--- src/rtl/ctrl_pipeline.sv ---
// Control-word pipeline for the ID/EX..MEM/WB registers.
// Supports hold, per-stage flush and a load-use bubble, with saturating bubble and retire counters.

module ctrl_pipeline_stage #(
    parameter int CTRL_W = 24
) (
    input  logic              clk,
    input  logic              reset,
    input  logic              hold,
    input  logic              kill,
    input  logic [CTRL_W-1:0] d_ctrl,
    input  logic              d_vld,
    output logic [CTRL_W-1:0] q_ctrl,
    output logic              q_vld
);
    // A bubble always carries an all-zero control word.
    always_ff @(posedge clk) begin
        if (reset) begin
            q_ctrl <= '0;
            q_vld  <= 1'b0;
        end else if (!hold) begin
            if (kill) begin
                q_ctrl <= '0;
                q_vld  <= 1'b0;
            end else begin
                q_ctrl <= d_ctrl;
                q_vld  <= d_vld;
            end
        end
    end
endmodule

module ctrl_pipeline #(
    parameter int CTRL_W = 24,
    parameter int STAGES = 3,   // legal range 1..8
    parameter int CNT_W  = 16
) (
    input  logic                     Clk,
    input  logic                     Reset,
    input  logic [CTRL_W-1:0]        ctrl_in,
    input  logic                     valid_in,
    input  logic                     stall,
    input  logic                     hold,
    input  logic [STAGES-1:0]        flush,
    output logic [STAGES*CTRL_W-1:0] stage_ctrl,
    output logic [STAGES-1:0]        stage_valid,
    output logic [CNT_W-1:0]         bubble_cnt,
    output logic [CNT_W-1:0]         retire_cnt
);
    // Entry 0 is the decoder input; entry k+1 is the register of stage k.
    logic [STAGES:0][CTRL_W-1:0] ctrl_pipe;
    logic [STAGES:0]             vld_pipe;
    logic [STAGES-1:0]           kill;
    logic                        bubble_evt;
    logic                        retire_evt;

    assign ctrl_pipe[0] = ctrl_in;
    assign vld_pipe[0]  = valid_in;
    // stall and flush[0] merge into a single stage-0 bubble.
    assign kill         = flush | STAGES'(stall);

    for (genvar k = 0; k < STAGES; k++) begin : g_stage
        ctrl_pipeline_stage #(.CTRL_W(CTRL_W)) u_stage (
            .clk    (Clk),
            .reset  (Reset),
            .hold   (hold),
            .kill   (kill[k]),
            .d_ctrl (ctrl_pipe[k]),
            .d_vld  (vld_pipe[k]),
            .q_ctrl (ctrl_pipe[k+1]),
            .q_vld  (vld_pipe[k+1])
        );
    end

    assign stage_ctrl  = ctrl_pipe[STAGES:1];
    assign stage_valid = vld_pipe[STAGES:1];

    assign bubble_evt = !hold && (stall || (|flush));
    assign retire_evt = !hold && vld_pipe[STAGES];

    always_ff @(posedge Clk) begin
        if (Reset) begin
            bubble_cnt <= '0;
            retire_cnt <= '0;
        end else begin
            if (bubble_evt && (bubble_cnt != {CNT_W{1'b1}}))
                bubble_cnt <= bubble_cnt + CNT_W'(1);
            if (retire_evt && (retire_cnt != {CNT_W{1'b1}}))
                retire_cnt <= retire_cnt + CNT_W'(1);
        end
    end
endmodule

--- config.mk ---
export PLATFORM = sky130hd
export DESIGN_NAME = ctrl_pipeline
export DESIGN_NICKNAME = d
export VERILOG_FILES = /design/src/rtl/ctrl_pipeline.sv
export SDC_FILE = /design/constraint.sdc
export NUM_CORES = 1
export LEC_CHECK = 0
export BUFFER_PORTS_ARGS = -buffer_cell sky130_fd_sc_hd__buf_4
export CORE_UTILIZATION = 51
export DETAILED_ROUTE_END_ITERATION = 6
export PLACE_DENSITY = 0.8
export REMOVE_ABC_BUFFERS = 1
export SYNTH_ARGS = -nofsm -noshare
export SYNTH_HDL_FRONTEND = slang
export SYNTH_SLANG_ARGS = --single-unit
export TNS_END_PERCENT = 20
--- constraint.sdc ---
create_clock -name Clk -period 2.3 [get_ports Clk]
set_input_delay 0.345 -clock Clk [delete_from_list [all_inputs] [get_ports Clk]]
set_output_delay 0.345 -clock Clk [all_outputs]
set_load 0.01 [all_outputs]
# After elaboration in Yosys (flattened, before gate mapping)
# Cells that the tools add are included.
[totals]
inputBits = 32
elab_cells = 26
output_inout_bits = 107
register_bits = 107
[op_classes]
reduce_logical = 7
addsub = 2
eq_ne = 2
mux = 6
bitwise_logic = 1
[op_table]
columns = ["cell", "count"]
rows = [
  ["$mux 24", 3],
  ["$add 16x1->16 const B", 2],
  ["$ne 16x16->1 const B", 2],
  ["$logic_and 1x1->1", 4],
  ["$mux 1", 3],
  ["$or 3x1->3", 1],
  ["$reduce_or 3->1", 1],
  ["$logic_not 1->1", 1],
  ["$logic_or 1x1->1", 1],
]

# Logic depth before layout (Yosys ltp)
# Gate-level depths: netlist of run 1.
[depth]
word_depth = 4
mapped_depth = 6
mapped_depth_nobuf = 5

# Hierarchy
# From an unflattened synthesis of run 1, not the netlist that was laid out.
[hier_totals]
cells_unflattened = 533
area_unflattened_um2 = 5004.8
[by_module_without_submodules]
columns = ["mod", "cells_per_inst", "instances", "area_per_inst_um2"]
rows = [
  ["ctrl_pipeline_stage", 112, 3, 1114.8],
  ["ctrl_pipeline", 197, 1, 1660.3],
]

# Worst setup path after synthesis of run 1
# OpenSTA, ideal clock, no wires.
[synth_path]
path_type = "register -> register"
from = "register bubble_cnt[0]"
to = "register bubble_cnt[5]"
slack_ns = 0.338
t_arrival_ns = 1.841
path_stages_with_launch = 6
setup_ns = 0.121
period_less_slack_ns = 1.962
cell_sequence = "dfxtp_1 ha_1 nand3_1 nor4_1 nor4b_1 mux2_2"
[synth_between]
elab_chain_len = 2
word_cells_on_any_way = 3
classes_between = "add/sub: 1; eq/ne: 1; reduce/logical: 1"
[synth_lines]
columns = ["item", "line_no", "rtl"]
rows = [
  ["start, declared", "47", "output logic [CNT_W-1:0] bubble_cnt,"],
  ["start signal, assigned", "87", "bubble_cnt <= bubble_cnt + CNT_W'(1);"],
  ["branches (longest 2 deep; another with $add 16x1->16)", "--", ""],
]
# Several ways; the timed one is not identified.
# A chain may end at the register's enable or synchronous reset.

# Final worst setup path of run 1
[layout_path]
from = "register bubble_cnt[4]"
to = "register bubble_cnt[15]"
# Same word-level chain as after synthesis.

==> key figures, run 1 <==
Global routing
  – Maximum number of pins on one net before global-route repair: 60
  – Overflow after GRT: 0
  – Number of global-route vias before repair: 3746
  – Global-route wire length before repair: 17800 µm
  – Number of antenna violations at the first check in global routing: 0
  – All-layer global routing usage: 0.2487

Min path
  – Hold Crit Class: input port to flop

Clock network
  – Clock root buffer master: sky130_fd_sc_hd__clkbuf_8
  – Clock insertion delay at the later pin of the skew report: 360 ps
  – Number of CTS-inserted buffers: 9
  – Buffers inserted by post-CTS timing repair: 0
  – Clock tree from TritonCTS: built
  – Hold bufs inserted after CTS: 0
  – Maximum clock insertion buffer count: 2
  – H-tree levels: 3
  – Total clock sinks: 107
  – Total of cells resized after clock tree synthesis: 0
  – Clock-pin slew on the worst setup and hold paths: 120 ps

Synth
  – Yosys warning total: 0
  – List of most frequent post-synthesis cells: sky130_fd_sc_hd__dfxtp_1 (107), sky130_fd_sc_hd__nor2_1 (87), sky130_fd_sc_hd__a21oi_1 (70), sky130_fd_sc_hd__nor3b_1 (50), sky130_fd_sc_hd__clkbuf_1 (30)
  – Per-instance average area after synthesis: 8.680 µm²
  – Async set or reset register ratio after synthesis: 0
  – Flip-flop and latch count after synthesis: 107
  – Most common cell in the netlist: sky130_fd_sc_hd__dfxtp_1
  – Synth area leaders: sky130_fd_sc_hd__dfxtp_1 (48%), sky130_fd_sc_hd__nor3b_1 (8.5%), sky130_fd_sc_hd__a21oi_1 (7.9%), sky130_fd_sc_hd__nor2_1 (7.4%), sky130_fd_sc_hd__a22oi_1 (4.2%)
  – Cell type with the largest total area after synthesis: sky130_fd_sc_hd__dfxtp_1
  – Part of the Yosys area used for sequential elements: 0.4839
  – Combined area of all synthesized cells: 4427 µm²
  – Count of cell types in the netlist: 35
  – Count of flip-flops with a built-in enable after synthesis: 0
  – Ys flop type: sky130_fd_sc_hd__dfxtp_1
  – Synth top area share: 0.4839
  – Cells after synthesis: 510

STA
  – Least-Margin Pin Slew: 725.0 ps
  – Final period util: 0.8891
  – Count of final setup violators: 0
  – Relative slew slack: 0.5129
  – Unrepaired setup endpoints after global routing: false
  – Max Freq: 489.0 MHz
  – Total Neg Setup Slack: 0 ps
  – Number of hold-slack violations in the final timing report: 0
  – Fin Clk Skew: 15.97 ps
  – Post-Route Hold Slack: 203.1 ps
  – Crit path time final: 2045 ps
  – Number of pins with negative max-slew slack in the final report: 0

Worst setup path
  – Cell with the largest stage delay on the worst path: sky130_fd_sc_hd__or4_1
  – Critical setup path kind: flop to flop
  – Delay of the slowest cell on the worst path: 680 ps
  – Worst path cell trace: nand4_2 > or4_1 > or4_1 > a21oi_1
  – Worst Path Required: 2600 ps
  – Data arrival time of the worst path: 2340 ps
  – Most frequent CP cell: sky130_fd_sc_hd__or4_1
  – Capturing element type of the critical path: flop
  – Worst-path maximum fanout: 8
  – Critical Path Start Type: flop

Pwr
  – Leak: 2.257 nW
  – Ratio of total power to cell area: 568.5 nW/µm²
  – Worst ir drop on vdd: 0.3997 mV

Floorplan
  – Die Ht: 95.17 µm
  – Die span in x: 95.17 µm
  – Area of the placeable core: 8299 µm²
  – DIE AREA: 9056 µm²
  – Num ports: 139
  – Row count: 33
  – Starting density of the core: 0.5334

Cells and area
  – Final standard cell count with taps included and fillers excluded: 740
  – Diode insertion count for antenna repair: 0
  – Number of fill cells: 676
  – Area of all placed cells without fillers: 5747 µm²
  – Final layout net count: 664
  – Layout overhead on the synthesized area: 29.82%
  – Layout cell share with drive strength beyond 1: 0.2803

Routing
  – Starting DRC count in detailed routing: 187
  – Detailed Route WL: 11150 µm
  – Routed length per instance: 15.06 µm
  – DR vias/cell: 5.678
  – Number of routed nets with antenna violations: 0
  – Total DRC errors in the routed layout: 0
  – Number of optimization iterations in the first detailed-route pass: 4
  – Total vias in the final route: 4202

Placed design
  – I/O Buffers: 138
  – Area of placed instances: 5534 µm²
  – Total placed cells including tap cells: 724
  – HPWL after detailed placement: 7710 µm
  – Placer's final routability congestion estimate: 0.8622

Outcome
  – Run status: finished, final reports clean

Job
  – Max-cap viol count: 0
[layout by cell type, fill, tap and decap left out, types with 2 or more instances in the layout]
cell                       Yosys  layout
sky130_fd_sc_hd__clkbuf_8      0       9
sky130_fd_sc_hd__nor2b_1       8       8
sky130_fd_sc_hd__nand4_1      10      10
sky130_fd_sc_hd__or4_1        14      14
sky130_fd_sc_hd__ha_1          2       2
sky130_fd_sc_hd__mux2i_1       3       3
sky130_fd_sc_hd__nand2b_1      3       3
sky130_fd_sc_hd__inv_8         0       2
sky130_fd_sc_hd__or3_1         8       8
sky130_fd_sc_hd__a21oi_1      70      70
sky130_fd_sc_hd__buf_4         3     149
sky130_fd_sc_hd__and2_1        3       3
sky130_fd_sc_hd__dfxtp_1     107     107
sky130_fd_sc_hd__o31ai_1      13      13
sky130_fd_sc_hd__nor2_1       87      87
sky130_fd_sc_hd__nand3_1       8       8
sky130_fd_sc_hd__inv_1         2       2
sky130_fd_sc_hd__clkinv_8      0       3
sky130_fd_sc_hd__nor4b_1       3       3
sky130_fd_sc_hd__a31oi_1       2       2
sky130_fd_sc_hd__and4_1        2       2
sky130_fd_sc_hd__nand2_1      11      11
sky130_fd_sc_hd__o21ai_0       8       8
sky130_fd_sc_hd__nor3b_1      50      50
sky130_fd_sc_hd__nor3_1        6       5
sky130_fd_sc_hd__and3_1        2       2
sky130_fd_sc_hd__mux2_2        7       7
sky130_fd_sc_hd__nor4_1        8       8
sky130_fd_sc_hd__a22oi_1      25      25
sky130_fd_sc_hd__or3b_2        2       2
[cell type report]
type                       instances  area [µm²]  area share
tap                              105       131.4     0.02286
sequential                       107        2142      0.3727
clock inverter                     7       88.84     0.01546
multi-input combinational        360        2115      0.3680
timing repair buffer             150        1139      0.1981
inverter                           2       7.507    0.001306
clock buffer                       9       123.9     0.02155
[power by group]
part | leakage [nW] | internal [mW] | switching, mW
sequential | 0.863 | 1.87 | 0.0145
clock | 0.106 | 0.443 | 0.722
combinational | 1.29 | 0.0911 | 0.128
[state kept, by name, summed over array words and instances, names as in the netlist]
name / count
g_stage.u_stage.q_vld: 3
g_stage.u_stage.q_ctrl: 72
bubble_cnt: 16
retire_cnt: 16
[routing by layer]
metal	wire length [µm]	track usage	vias up
met1	4757	0.3101	1986
met5	0	0	-
met2	5444	0.4101	124
met3	914	0.09410	2
li1	-	-	2090
met4	31	0.04798	0
[logic make-up (layout without fill, tap and decap cells)]
family,after synthesis,after routing,share of synthesized area
mux,10,10,0.02459
simple gates,227,227,0.2849
compound gates,121,121,0.1614
flops,107,107,0.4839
buf+inv,43,168,0.03957
fa+ha+maj,2,2,0.005652
[metrics by stage]
step                  util  total power [mW]  setup WS, ps
CTS                 0.6924             3.300         255.1
finish              0.6924             3.267         255.2
global route        0.6924             3.403         146.7
floorplan                -             1.975         67.55
detailed placement  0.6668             2.146         298.7
global placement    0.6668             2.140         350.8
[worst max-delay path: cells and delay by family, from the launching register on]
kind / cells / cell delay, ps
AOI/OAI and AO/OA: 1 / 140
DFF: 1 / 460
and+or+nand+nor: 3 / 1390
[final timing paths]
kind	from	to	slack (ps)	cells after the start
worst max register to register	bubble_cnt[4]	bubble_cnt[15]	260	4
worst max-delay path	bubble_cnt[4]	bubble_cnt[15]	260	4
worst min register to register	bubble_cnt[15]	bubble_cnt[15]	500	2
worst min-delay path	ctrl_in[1]	g_stage[0].u_stage.q_ctrl[1]	200	3
Power figures use the tool's default switching activity.
==> inputs of run 2 (changes only) <==
BUFFER_PORTS_ARGS = default   (was -buffer_cell sky130_fd_sc_hd__buf_4)
CORE_UTILIZATION = 62   (was 51)
DONT_BUFFER_PORTS = 1   (was default)
PLACE_DENSITY = 0.78   (was 0.8)
==> run 2 against run 1 <==
Net effect:
- final cell count decreased by 21%
- sequential power about the same
- combinational power decreased by 75%
==> key figures, run 2 (synthesis gave the netlist of run 1 again) <==
Clock network
  – Clock root buffer master: sky130_fd_sc_hd__clkbuf_8
  – Clock-pin slew on the worst setup and hold paths: 110 ps
  – Total of cells resized after clock tree synthesis: 0
  – Maximum clock insertion buffer count: 2
  – Buffers inserted by post-CTS timing repair: 0
  – H-tree levels: 3
  – Hold bufs inserted after CTS: 0
  – Clock tree from TritonCTS: built
  – Clock insertion delay at the later pin of the skew report: 360 ps
  – Total clock sinks: 107
  – Number of CTS-inserted buffers: 9

Floorplan
  – DIE AREA: 7482 µm²
  – Die Ht: 86.50 µm
  – Die span in x: 86.50 µm
  – Area of the placeable core: 6832 µm²
  – Num ports: 139
  – Row count: 30
  – Starting density of the core: 0.6480

Global routing
  – Number of antenna violations at the first check in global routing: 0
  – Global-route wire length before repair: 14910 µm
  – Number of global-route vias before repair: 3307
  – Maximum number of pins on one net before global-route repair: 133
  – All-layer global routing usage: 0.2507
  – Overflow after GRT: 0

Pwr
  – Part of the total power dissipated in combinational logic: 0.018
  – Net load switching power: 0.7058 mW
  – Worst ir drop on vdd: 0.4726 mV
  – Ratio of total power to cell area: 652.7 nW/µm²
  – Internal Dissipation: 2.312 mW
  – Total power of the final layout: 3.018 mW
  – Clock share of power: 0.355
  – Proportion of power drawn by flip-flops and latches: 0.627
  – Leak: 1.481 nW
  – Fraction of power spent switching nets: 0.2339

Routing
  – DR vias/cell: 6.236
  – Total DRC errors in the routed layout: 0
  – Number of routed nets with antenna violations: 0
  – Starting DRC count in detailed routing: 148
  – Total vias in the final route: 3667
  – Routed length per instance: 16.23 µm
  – Detailed Route WL: 9544 µm
  – Number of optimization iterations in the first detailed-route pass: 5

Worst setup path
  – Total stage count of the critical path: 4
  – Delay of the slowest cell on the worst path: 670 ps
  – Most frequent CP cell: sky130_fd_sc_hd__or4_1
  – Internal reg-to-reg setup slack: 190 ps
  – Worst path cell trace: nand4_2 > or4_1 > or4_1 > a21oi_1
  – Worst setup path end: bubble_cnt[15]
  – Cell with the largest stage delay on the worst path: sky130_fd_sc_hd__or4_1
  – Worst Path Required: 2590 ps
  – R2R Path Start: bubble_cnt[6]
  – Critical Path Start Type: flop
  – Largest delay contributor family on the critical path: simple AND/OR/NAND/NOR gates
  – Critical path origin: bubble_cnt[6]
  – FF-to-FF End: bubble_cnt[15]
  – Worst path buffer plus inverter count: 0
  – Critical setup path kind: flop to flop
  – Data arrival time of the worst path: 2400 ps
  – Capturing element type of the critical path: flop
  – Worst-path maximum fanout: 8
  – Number of cells on the worst reg-to-reg path: 4

Placed design
  – HPWL after detailed placement: 6123 µm
  – I/O Buffers: 0
  – Placer's final routability congestion estimate: 0.8484

STA
  – Relative slew slack: 0.6289
  – Count of final setup violators: 0
  – Unrepaired setup endpoints after global routing: false
  – Least-Margin Pin Slew: 551.6 ps
  – Final period util: 0.9186
  – Max Freq: 473.3 MHz
  – Number of hold-slack violations in the final timing report: 0
  – Crit path time final: 2113 ps
  – Post-Route Hold Slack: 39.35 ps
  – Number of pins with negative max-slew slack in the final report: 0
  – Total Neg Setup Slack: 0 ps
  – Fin Clk Skew: 14.22 ps

Cells and area
  – Number of fill cells: 564
  – Diode insertion count for antenna repair: 0
  – Highest-count cells in the layout ignoring fill and taps: sky130_fd_sc_hd__dfxtp_1 (107), sky130_fd_sc_hd__nor2_1 (87), sky130_fd_sc_hd__a21oi_1 (70)
  – Layout cell share with drive strength beyond 1: 0.06911
  – Layout overhead on the synthesized area: 4.437%
  – Most flop-heavy register: g_stage.u_stage.q_ctrl
  – Regs by FF count: g_stage.u_stage.q_ctrl: 72 flops, bubble_cnt: 16 flops, retire_cnt: 16 flops
  – Footprint of the multi-input gates: 2115 µm²
  – Final layout net count: 521
  – Most common cell after layout, fill and taps aside: sky130_fd_sc_hd__dfxtp_1
  – Largest register FFs: 72
  – Combined flip-flop and latch cell area: 2142 µm²

Job
  – Max-cap viol count: 0

Outcome
  – Run status: finished, final reports clean

Min path
  – Hold Crit Class: input port to flop
-- run 2: cell types whose count changed in the layout (fill, tap and decap cells not counted) --
| cell | previous run | this run |
|---|---|---|
| sky130_fd_sc_hd__buf_4 | 149 | 6 |
| sky130_fd_sc_hd__buf_12 | 1 | 0 |
| sky130_fd_sc_hd__clkinv_8 | 3 | 0 |
| sky130_fd_sc_hd__dlygate4sd3_1 | 0 | 1 |
| sky130_fd_sc_hd__clkinv_2 | 0 | 1 |
| sky130_fd_sc_hd__clkinvlp_4 | 0 | 2 |
-- run 2: cell type report --
cell class              instances  area share
flip-flops and latches        107      0.4633
multi-input cells             360      0.4574
clock buffers                   9     0.02679
well taps                      96     0.02598
clock inverters                 7     0.01299
repair buffers                  7     0.01191
inverters                       2    0.001624
-- run 2: worst register-to-register path, cell delays in order (launching register included) --
cell and delay, ps:
sky130_fd_sc_hd__dfxtp_1 500, sky130_fd_sc_hd__nand4_2 190, sky130_fd_sc_hd__or4_1 670, sky130_fd_sc_hd__or4_1 540
sky130_fd_sc_hd__a21oi_1 150
-- run 2: power by group through the flow --
| stage | clock network [mW] | registers [mW] | logic (mW) |
|---|---|---|---|
| CTS | 1.09 | 1.89 | 0.0536 |
| floorplan | 0 | 1.93 | 0.0441 |
| detailed placement | 0 | 1.94 | 0.0533 |
| global route | 1.17 | 1.90 | 0.0619 |
| finish | 1.07 | 1.89 | 0.0540 |
| global placement | 0 | 1.94 | 0.0510 |
-- run 2: worst min path at each step --
stage	start	endpoint	slack [ps]	cells after the start
floorplan	Reset	bubble_cnt[0]	410	1
global placement	Reset	g_stage[1].u_stage.q_ctrl[0]	420	1
detailed placement	Reset	g_stage[1].u_stage.q_ctrl[0]	430	1
CTS	Reset	g_stage[1].u_stage.q_ctrl[0]	30	1
global route	Reset	g_stage[2].u_stage.q_ctrl[0]	3	1
finish	Reset	g_stage[0].u_stage.q_ctrl[0]	40	1
-- run 2: through the flow --
stage | cells | utilization | setup WS [ps] | instance area, µm²
floorplan | 469 | - | 67.55 | 4259
global placement | 571 | 0.6484 | 253.4 | 4429
detailed placement | 571 | 0.6484 | 228.0 | 4429
CTS | 587 | 0.6753 | 199.3 | 4613
global route | 588 | 0.6767 | 66.39 | 4623
finish | 588 | 0.6767 | 187.3 | 4623
-- run 2: routing by layer --
metal  track usage  part of all wire
met5             0                 0
met1        0.2841              0.41
met3       0.09143             0.083
met4       0.09394             0.014
met2        0.4322              0.50
==> inputs of run 3 (changes only) <==
PLACE_DENSITY = 0.86   (was 0.78)
==> run 3 against run 2 <==
Net effect:
- register-to-register slack gained 20 ps
- combinational power barely moved
- final cell count down 0.34%
==> key figures, run 3 (synthesis gave the netlist of run 1 again) <==
Outcome
  – Run status: finished, final reports clean

STA
  – Unrepaired setup endpoints after global routing: false
  – Number of pins with negative max-slew slack in the final report: 0
  – Relative slew slack: 0.5589
  – Fin Clk Skew: 13.36 ps
  – Number of hold-slack violations in the final timing report: 0
  – Count of final setup violators: 0
  – Crit path time final: 2092 ps
  – Total Neg Setup Slack: 0 ps
  – Least-Margin Pin Slew: 656.5 ps
  – Post-Route Hold Slack: 22.19 ps
  – Max Freq: 478.0 MHz
  – Final period util: 0.9095

Global routing
  – Number of global-route vias before repair: 3255
  – Maximum number of pins on one net before global-route repair: 133
  – Met2 layer usage reported by global route: 0.4141
  – Met1 Usage GRT: 0.3036
  – Number of antenna violations at the first check in global routing: 0
  – Overflow after GRT: 0
  – All-layer global routing usage: 0.2557
  – Routing usage on met3: 0.1057
  – Busiest layer in global routing: met2
  – Global-route wire length before repair: 15010 µm

Placed design
  – Placer's final routability congestion estimate: 0.8435
  – I/O Buffers: 0
  – Total placed cells including tap cells: 569
  – HPWL after detailed placement: 5945 µm

Cells and area
  – Most common cell after layout, fill and taps aside: sky130_fd_sc_hd__dfxtp_1
  – Regs by FF count: g_stage.u_stage.q_ctrl: 72 flops, bubble_cnt: 16 flops, retire_cnt: 16 flops
  – Diode insertion count for antenna repair: 0
  – Layout overhead on the synthesized area: 4.296%
  – Footprint of the multi-input gates: 2115 µm²
  – Final standard cell count with taps included and fillers excluded: 586
  – Combined flip-flop and latch cell area: 2142 µm²
  – Number of fill cells: 560
  – Highest-count cells in the layout ignoring fill and taps: sky130_fd_sc_hd__dfxtp_1 (107), sky130_fd_sc_hd__nor2_1 (87), sky130_fd_sc_hd__a21oi_1 (70)
  – Layout cell share with drive strength beyond 1: 0.06327
  – Most flop-heavy register: g_stage.u_stage.q_ctrl
  – Final layout net count: 519
  – Largest register FFs: 72

Clock network
  – Total clock sinks: 107
  – Clock root buffer master: sky130_fd_sc_hd__clkbuf_8
  – Maximum clock insertion buffer count: 2
  – Clock tree from TritonCTS: built
  – Number of CTS-inserted buffers: 9
  – Clock insertion delay at the later pin of the skew report: 380 ps
  – Clock-pin slew on the worst setup and hold paths: 110 ps
  – Buffers inserted by post-CTS timing repair: 0
  – Total of cells resized after clock tree synthesis: 0
  – H-tree levels: 3
  – Hold bufs inserted after CTS: 0

Pwr
  – Ratio of total power to cell area: 661.7 nW/µm²
  – Part of the total power dissipated in combinational logic: 0.018
  – Leak: 1.479 nW
  – Clock share of power: 0.363
  – Proportion of power drawn by flip-flops and latches: 0.620
  – Internal Dissipation: 2.327 mW
  – Fraction of power spent switching nets: 0.2384
  – Worst ir drop on vdd: 0.5498 mV
  – Total power of the final layout: 3.055 mW
  – Net load switching power: 0.7284 mW

Routing
  – Total DRC errors in the routed layout: 0
  – DR vias/cell: 6.215
  – Routed length per instance: 16.22 µm
  – Starting DRC count in detailed routing: 150
  – Number of optimization iterations in the first detailed-route pass: 4
  – Number of routed nets with antenna violations: 0
  – Detailed Route WL: 9502 µm
  – Total vias in the final route: 3642

Worst setup path
  – Capturing element type of the critical path: flop
  – Worst Path Required: 2610 ps
  – Critical setup path kind: flop to flop
  – Data arrival time of the worst path: 2400 ps
  – Critical Path Start Type: flop
  – Number of cells on the worst reg-to-reg path: 4
  – Worst-path maximum fanout: 8

Floorplan
  – Die Ht: 86.50 µm
  – Die span in x: 86.50 µm
  – Row count: 30
  – Num ports: 139
  – Area of the placeable core: 6832 µm²
  – DIE AREA: 7482 µm²
  – Starting density of the core: 0.6480

Min path
  – Number of cells traversed by the worst hold path: 1
  – Hold Crit Class: input port to flop

Job
  – Max-cap viol count: 0
-- run 3: per-layer routing --
| layer | wire [µm] | part of all wire | vias up |
|---|---|---|---|
| li1 | - | - | 1802 |
| met1 | 4016 | 0.42 | 1683 |
| met2 | 4408 | 0.46 | 140 |
| met3 | 911 | 0.096 | 17 |
| met4 | 165 | 0.017 | 0 |
| met5 | 0 | 0 | - |
-- run 3: worst paths after layout --
path / startpoint / to / slack (ps)
hold reg to reg: bubble_cnt[15] / bubble_cnt[15] / 550
setup reg to reg: bubble_cnt[4] / bubble_cnt[15] / 210
setup / recovery: bubble_cnt[4] / bubble_cnt[15] / 210
hold / removal: Reset / g_stage[0].u_stage.q_ctrl[19] / 20
-- run 3: power by group through the flow --
stage,registers (mW),clock network [mW],logic (mW)
2_1_floorplan,1.93,0,0.0441
3_3_place_gp,1.94,0,0.0492
3_5_place_dp,1.94,0,0.0515
4_1_cts,1.89,1.14,0.0516
5_1_grt,1.90,1.22,0.0605
6_report,1.89,1.11,0.0541
-- run 3: cell type report --
type | instances | share of cell area
Sequential cell | 107 | 0.4640
Multi-Input combinational cell | 360 | 0.4580
Clock buffer | 10 | 0.02764
Tap cell | 96 | 0.02602
Clock inverter | 6 | 0.01409
Timing Repair Buffer | 5 | 0.008672
Inverter | 2 | 0.001626
-- run 3: worst max-delay path: stages, from the launching register on --
cell and delay, ps:
sky130_fd_sc_hd__dfxtp_1 500, sky130_fd_sc_hd__nand4_2 200, sky130_fd_sc_hd__or4_1 660, sky130_fd_sc_hd__or4_1 540, sky130_fd_sc_hd__a21oi_1 140
-- run 3: metrics by stage --
stage,worst slack (ps),area (µm²),util
floorplan,67.55,4259,-
global placement,283.7,4414,0.6462
detailed placement,217.6,4414,0.6462
CTS,200.3,4607,0.6744
global route,74.47,4617,0.6758
finish,208.1,4617,0.6758
